## config.mk

```make
export PLATFORM = sky130hd
export DESIGN_NAME = sipo_framed
export DESIGN_NICKNAME = d
export VERILOG_FILES = /design/src/rtl/sipo_framed.sv
export SDC_FILE = /design/constraint.sdc
export NUM_CORES = 1
export LEC_CHECK = 0
export ABC_AREA = 1
export ABC_CLOCK_PERIOD_IN_PS = 1750
export CAP_MARGIN = 20
export CORE_MARGIN = 1.5
export CORE_UTILIZATION = 49
export DETAILED_ROUTE_END_ITERATION = 12
export PLACE_DENSITY = 0.77
export SYNTH_ARGS = -nofsm -noshare
export SYNTH_HDL_FRONTEND = slang
export SYNTH_SLANG_ARGS = --single-unit
```

## constraint.sdc

```tcl
create_clock -name clk -period 1.75 [get_ports clk]
set_clock_uncertainty 0.1 [all_clocks]
set_input_delay 0.175 -clock clk [delete_from_list [all_inputs] [get_ports clk]]
set_output_delay 0.175 -clock clk [all_outputs]
set_load 0.02 [all_outputs]
```

## src/rtl/sipo_framed.sv

```systemverilog
// Framed serial-in/parallel-out receiver with holding register, valid/ready handshake,
// resync and sticky overrun. Define SIPO_PARITY_EN to append an even-parity bit to each frame.
module sipo_framed #(
    parameter int WIDTH     = 8,
    parameter bit LSB_FIRST = 1'b0
) (
    input  logic                       clk,
    input  logic                       rst,
    input  logic                       d,
    input  logic                       ie,
    input  logic                       sync,
    input  logic                       oe,
    output logic [WIDTH-1:0]           q,
    output logic                       valid,
    input  logic                       ready,
    output logic                       overrun,
    output logic [$clog2(WIDTH+1)-1:0] bit_cnt,
    output logic                       parity_err
);
    localparam int CW = $clog2(WIDTH+1);
`ifdef SIPO_PARITY_EN
    localparam int F = WIDTH + 1;
`else
    localparam int F = WIDTH;
`endif
    localparam logic [CW-1:0] LAST = CW'(F - 1);

    logic [WIDTH-1:0] r_sr;
    logic [CW-1:0]    r_cnt;
    logic [WIDTH-1:0] r_hold;
    logic             r_valid;
    logic             r_overrun;

    logic [WIDTH-1:0] w_base;
    logic [WIDTH-1:0] w_shift;
    logic [WIDTH-1:0] w_word;
    logic             w_done;
    logic             w_free;

    // A resync shifts the new bit into an empty register, so the same shifter serves both paths.
    assign w_base  = sync ? '0 : r_sr;
    assign w_shift = LSB_FIRST ? {d, w_base[WIDTH-1:1]} : {w_base[WIDTH-2:0], d};
    assign w_done  = ie && !sync && (r_cnt == LAST);
    assign w_free  = !r_valid || ready;

`ifdef SIPO_PARITY_EN
    logic w_perr;
    logic r_perr;

    // The parity bit is never stored: the word is already complete in the shift register.
    assign w_word     = r_sr;
    assign w_perr     = (^r_sr) ^ d;
    assign parity_err = r_perr;

    always_ff @(posedge clk or posedge rst) begin
        if (rst)                 r_perr <= 1'b0;
        else if (w_done && w_free) r_perr <= w_perr;
    end
`else
    assign w_word     = w_shift;
    assign parity_err = 1'b0;
`endif

    always_ff @(posedge clk or posedge rst) begin
        if (rst) begin
            r_sr  <= '0;
            r_cnt <= '0;
        end else if (sync) begin
            r_sr  <= ie ? w_shift : '0;
            r_cnt <= ie ? CW'(1) : '0;
        end else if (ie) begin
            r_cnt <= w_done ? '0 : r_cnt + 1'b1;
`ifdef SIPO_PARITY_EN
            if (!w_done) r_sr <= w_shift;
`else
            r_sr <= w_shift;
`endif
        end
    end

    // Completion wins over consume, so a same-edge consume and reload keeps valid high.
    always_ff @(posedge clk or posedge rst) begin
        if (rst) begin
            r_hold    <= '0;
            r_valid   <= 1'b0;
            r_overrun <= 1'b0;
        end else if (w_done) begin
            if (w_free) begin
                r_hold  <= w_word;
                r_valid <= 1'b1;
            end else begin
                r_overrun <= 1'b1;
            end
        end else if (r_valid && ready) begin
            r_valid <= 1'b0;
        end
    end

    assign q       = oe ? r_hold : '0;
    assign valid   = r_valid;
    assign overrun = r_overrun;
    assign bit_cnt = r_cnt;

endmodule

```

After elaboration in Yosys (flattened, before gate mapping)
Cells that the tools add are included.
Word-level totals
  word-level logic and storage cells: 32
  output and inout port bits: 15
  bits of input ports: 7
  register bits after elaboration: 21
Operators by class
  reduce and logical (&&, ||, !) cells: 11
  mux-type cells: 12
  add/sub/neg operators: 1
  eq/ne operators: 2
  bitwise gates (word level): 1
Operator list (count)
  2-to-1 mux 7 bit: 4
  2-to-1 mux 4 bit: 3
  2-to-1 mux 8 bit: 1
  AND reduction 2 bit: 3
  adder 4 x 1 -> 4 bit (second input constant): 1
  equality test 4 x 3 -> 1 bit (second input constant): 1
  2-to-1 mux 1 bit: 4
  nonzero test 2 bit: 2
  logical AND 1 bit: 3
  logical NOT 1 bit: 2
  inequality test 2 x 1 -> 1 bit (second input constant): 1
  logical OR 1 bit: 1
  NOT 1 bit: 1

Depth between registers and ports, before layout
  depth after elaboration: 6
  mapped depth: 7
  gate-level depth less buffers: 6

Least setup slack after synthesis
OpenSTA, ideal clock, no wires.
  path kind: reg-to-reg
  start point: reg r_cnt[0], in the netlist bit_cnt[0]
  end point: reg r_cnt[3], in the netlist bit_cnt[3]
  setup time: 0.118 ns
  data required time: 1.532 ns
  data arrival time: 1.194 ns
  clock period less this slack: 1.412 ns
  buffers on the path: 1
  cell stages (with the launch flop): 8
  slack: 0.338 ns
  cells stage by stage: dfrtp_1 -> ha_1 -> nand2_2 -> nor2_4 -> buf_6 -> nor2_1 -> nand3_1 -> nand2_1
Between the ends
  word-level cells in the longest chain between the ends: 5
  elaborated cells between the ends (all ways): 6
  classes of those cells: add/sub (1); eq/ne (1); mux (3); reduce/logical (1)
Ends and longest elaborated chain
  start: declaration: line 29  | logic [CW-1:0] r_cnt;
  start signal: assignment: line 70  | r_cnt <= ie ? CW'(1) : '0;
  start signal: assignment: line 72  | r_cnt <= w_done ? '0 : r_cnt + 1'b1;
  parallel branches: the longest is 2 deep, another holds adder 4 x 1 -> 4 bit
  2-to-1 mux 4 bit (*): line 72
  2-to-1 mux 4 bit (*): line 71  | end else if (ie) begin
  2-to-1 mux 4 bit (*): line 68  | end else if (sync) begin
Every way passes the cells marked *. The select of a mux whose other input is x is not followed.
A chain may end at the register's enable or synchronous reset.

Worst setup path in the final report
  start point: reg r_cnt[3], in the netlist bit_cnt[3]
  end point: out bit_cnt[3]
RTL lines
  end: declaration: line 17  | output logic [$clog2(WIDTH+1)-1:0] bit_cnt,
No word-level cell between the ends.

==> flow_summary.html <==
<table>
<tr><th>Metric</th><th>Value</th></tr>
<tr><th colspan="2">Pwr</th></tr>
<tr><td>LEAKAGE</td><td>0.700 nW</td></tr>
<tr><td>Switching part of the total</td><td>25.1%</td></tr>
<tr><td>Part of the total power dissipated in the clock network</td><td>27.0%</td></tr>
<tr><td>Total internal power</td><td>627 uW</td></tr>
<tr><td>Worst-case vdd ir drop</td><td>0.461 mV</td></tr>
<tr><td>Switching power</td><td>210 uW</td></tr>
<tr><td>Total power of the final layout</td><td>837 uW</td></tr>
<tr><td>Sequential share of power</td><td>60.6%</td></tr>
<tr><td>Part of the power in combinational logic</td><td>12.4%</td></tr>
<tr><td>Pwr dens</td><td>645 mW/mm2</td></tr>
<tr><th colspan="2">Synthesis</th></tr>
<tr><td>Post-synthesis instance total</td><td>127</td></tr>
<tr><td>Dominant cell type by area after synthesis</td><td>dfrtp_1</td></tr>
<tr><td>Syn_nets</td><td>135</td></tr>
<tr><td>Number of enable-type register cells in the synthesized netlist</td><td>0</td></tr>
<tr><td>Number of distinct standard cells referenced by the synthesized netlist</td><td>22</td></tr>
<tr><td>Sequential element share of the synthesized area</td><td>49.9%</td></tr>
<tr><td>Synth Area per Inst</td><td>8.29 um2</td></tr>
<tr><td>Dominant register cell in the synthesized netlist</td><td>dfrtp_1</td></tr>
<tr><td>Synth top area cells</td><td>dfrtp_1 50%, nand2_1 12%, inv_1 6.4%</td></tr>
<tr><td>Combined area of all synthesized cells</td><td>0.00105 mm2</td></tr>
<tr><td>Library cell with the highest instance count after synthesis</td><td>nand2_1</td></tr>
<tr><td>Synthesis warning total</td><td>0</td></tr>
<tr><td>Area fraction of the dominant cell type after synthesis</td><td>49.9%</td></tr>
<tr><td>Yosys reg bits</td><td>21</td></tr>
<tr><td>Share of flip-flops with an asynchronous set or reset</td><td>100%</td></tr>
<tr><td>Most instantiated cells after synthesis</td><td>35 x nand2_1, 21 x dfrtp_1, 18 x inv_1, 12 x nor2_1, 9 x nand4_1</td></tr>
<tr><th colspan="2">Routing</th></tr>
<tr><td>Number of vias per cell</td><td>4.91</td></tr>
<tr><td>Drt pass-1 iters</td><td>4</td></tr>
<tr><td>Via count</td><td>869</td></tr>
<tr><td>Routed length per placed instance</td><td>10.5 um</td></tr>
<tr><td>Total Wirelength</td><td>1870 um</td></tr>
<tr><td>Remaining antenna violation count</td><td>0</td></tr>
<tr><td>Initial detailed-routing violation count</td><td>18</td></tr>
<tr><td>Total DRC errors in the routed layout</td><td>0</td></tr>
<tr><th colspan="2">Timing</th></tr>
<tr><td>Final hold vios</td><td>0</td></tr>
<tr><td>Worst hold slack</td><td>0.0893 ns</td></tr>
<tr><td>Slew Limit Fails</td><td>0</td></tr>
<tr><td>Portion of the clock cycle consumed by the worst path in the final layout</td><td>95.9%</td></tr>
<tr><td>Min Tclk post-route</td><td>1.68 ns</td></tr>
<tr><td>Setup repair after global routing missed its margin</td><td>false</td></tr>
<tr><td>Final setup fails</td><td>0</td></tr>
<tr><td>Achievable Freq</td><td>0.596 GHz</td></tr>
<tr><th colspan="2">Die</th></tr>
<tr><td>Core Rows</td><td>16</td></tr>
<tr><td>I/O pins</td><td>22</td></tr>
<tr><td>Die Span Y</td><td>49.3 um</td></tr>
<tr><td>Placeable Area</td><td>0.00200 mm2</td></tr>
<tr><td>Overall die width</td><td>49.3 um</td></tr>
<tr><td>Die area</td><td>0.00243 mm2</td></tr>
<tr><td>Starting utilization of the core area</td><td>52.6%</td></tr>
<tr><th colspan="2">CTS</th></tr>
<tr><td>Skew-Pair Late Insertion Delay</td><td>0.30 ns</td></tr>
<tr><td>H-Tree Depth</td><td>1</td></tr>
<tr><td>Clock tree from TritonCTS</td><td>yes</td></tr>
<tr><td>Maximum buffer depth of the clock tree</td><td>2</td></tr>
<tr><td>Number of buffers created by CTS</td><td>3</td></tr>
<tr><td>CTS clk-pin slew, worst paths</td><td>0.11 ns</td></tr>
<tr><td>Hold bufs inserted after CTS</td><td>0</td></tr>
<tr><td>Root buffer cell</td><td>clkbuf_4</td></tr>
<tr><td>Clk sinks</td><td>21</td></tr>
<tr><th colspan="2">Global routing</th></tr>
<tr><td>Global-route usage over all layers</td><td>18.5%</td></tr>
<tr><td>GRT Residual Overflow</td><td>0</td></tr>
<tr><td>Via count of the first global-routing pass</td><td>856</td></tr>
<tr><td>Initial antenna violation count</td><td>0</td></tr>
<tr><td>Global-route wire length before repair</td><td>3480 um</td></tr>
<tr><td>Maximum number of pins on one net before global-route repair</td><td>22</td></tr>
<tr><th colspan="2">Critical path</th></tr>
<tr><td>Critical Path Source Type</td><td>register</td></tr>
<tr><td>Kind of cell with the highest combined delay on the critical path</td><td>buffers and inverters</td></tr>
<tr><td>CP Data Arrival Time</td><td>1.40 ns</td></tr>
<tr><td>Slowest cell on crit path</td><td>clkdlybuf4s50_1</td></tr>
<tr><td>CP cell instances</td><td>clkdlybuf4s50_1</td></tr>
<tr><td>CP endpoint kind</td><td>output port</td></tr>
<tr><td>Reg2Reg Launch Point</td><td>bit_cnt[0]$_DFFE_PP0P_</td></tr>
<tr><td>Biggest fanout along the worst timing path</td><td>5</td></tr>
<tr><td>Critical path class</td><td>register to output port</td></tr>
<tr><td>Critical Path RT</td><td>1.47 ns</td></tr>
<tr><td>Crit path buf inv count</td><td>1</td></tr>
<tr><td>Launch point of the worst path</td><td>bit_cnt[3]$_DFFE_PP0P_</td></tr>
<tr><td>Crit path largest cell delay</td><td>0.64 ns</td></tr>
<tr><th colspan="2">Hold path</th></tr>
<tr><td>Hold WC Path Type</td><td>input port to asynchronous set/reset pin</td></tr>
<tr><th colspan="2">Flow run</th></tr>
<tr><td>Maximum Capacitance Violations</td><td>0</td></tr>
<tr><th colspan="2">Finish</th></tr>
<tr><td>Post-route standard cell area excluding fillers</td><td>0.00130 mm2</td></tr>
<tr><td>Fin cells</td><td>177</td></tr>
<tr><td>Final-stage net count</td><td>159</td></tr>
<tr><td>Share of cells above drive strength 1</td><td>12.0%</td></tr>
<tr><td>Signed area change from the synthesized netlist to the final layout</td><td>23.4%</td></tr>
<tr><td>Antenna Diode Count</td><td>0</td></tr>
<tr><td>Layout filler cell count</td><td>174</td></tr>
<tr><td>Final core utilization</td><td>64.9%</td></tr>
<tr><th colspan="2">Place</th></tr>
<tr><td>Placed Instance Area</td><td>0.00127 mm2</td></tr>
<tr><td>Final Wtd Congestion</td><td>0.826</td></tr>
<tr><td>Cell Count Post-Placement</td><td>173</td></tr>
<tr><td>Count of buffers inserted at the top-level ports</td><td>20</td></tr>
<tr><td>HPWL Detailed</td><td>1410 um</td></tr>
<tr><th colspan="2">Status</th></tr>
<tr><td>Run status</td><td>finished clean</td></tr>
</table>
==> routing by layer <==
| layer | GRT usage (%) | vias to the layer above | wire, um |
|---|---|---|---|
| met5 | 0 | - | 0 |
| met2 | 31.1 | 26 | 881 |
| met3 | 2.76 | 2 | 99 |
| met1 | 23.2 | 397 | 870 |
| met4 | 8.57 | 0 | 14 |
| li1 | - | 444 | - |
==> power by group through the flow <==
stage                     clock network [mW]  logic [mW]  registers, mW
after floorplan                            0      0.0607          0.522
after detailed placement                   0       0.105          0.516
after CTS                              0.236       0.105          0.507
after global placement                     0       0.103          0.516
after global routing                   0.256       0.116          0.509
final                                  0.226       0.104          0.507
==> final cells by class <==
| class | instances | area (um2) | share of cell area, % |
|---|---|---|---|
| repair buffers | 26 | 244 | 18.8 |
| flip-flops and latches | 21 | 526 | 40.5 |
| clock buffers | 4 | 26.3 | 2.02 |
| well taps | 27 | 33.8 | 2.60 |
| inverters | 20 | 77.6 | 5.97 |
| multi-input cells | 79 | 392 | 30.2 |
==> registers in the layout, summed over array words and instances (netlist names) <==
| name | flops |
|---|---|
| bit_cnt | 4 |
| overrun | 1 |
| r_hold | 8 |
| r_sr | 7 |
| valid | 1 |
==> worst reg2reg max path: stages, from the launching register on <==
cell	delay (ns)
dfrtp_1	0.45
ha_1	0.24
nand2_2	0.08
nor2_4	0.12
nand3_2	0.17
nand2_1	0.11
nand2_1	0.05
==> through the flow <==
step / setup TNS (ns) / setup WS [ns]
floorplan: 0 / 0.338
global placement: -0.160 / -0.0260
detailed placement: -0.282 / -0.0558
CTS: 0 / 0.0493
global route: 0 / 0.00267
finish: 0 / 0.0710
==> kinds of logic (layout without fill, tap and decap cells) <==
family	Yosys count	after routing	synth area share (%)
AOI/OAI and AO/OA	10	10	5.83
and+or+nand+nor	67	67	29.8
buffers and inverters	27	50	12.8
other	1	1	0.356
DFF	21	21	49.9
adders and majority gates	1	1	1.19
==> final timing paths <==
path | end | slack (ns) | cells after the start
setup / recovery | bit_cnt[3] | 0.07 | 1
hold / removal | r_hold[5]$_DFFE_PP0P_ | 0.09 | 3
setup reg to reg | r_hold[1]$_DFFE_PP0P_ | 0.34 | 6
hold reg to reg | r_hold[7]$_DFFE_PP0P_ | 0.38 | 2
max in group asynchronous | bit_cnt[3]$_DFFE_PP0P_ | 1.24 | 3
min in group clk | r_hold[7]$_DFFE_PP0P_ | 0.38 | 2
==> cell usage in the layout (no fill, tap or decap), types with 3 or more instances in the layout <==
master           instances
nand3_1                  5
nand4_1                  9
nand2_1                 35
clkbuf_4                 3
o21ai_0                  3
buf_4                    6
clkdlybuf4s50_1         19
inv_1                   18
dfrtp_1                 21
o22ai_1                  4
nor2_1                  12
==> what timing repair did <==
| item | in CTS | in global routing |
|---|---|---|
| gates resized for setup | 1 | 0 |
| buffers inserted | 0 | 0 |
| endpoints found under the setup margin | 8 | 0 |
No activity file was read; power rests on OpenSTA's default activity.
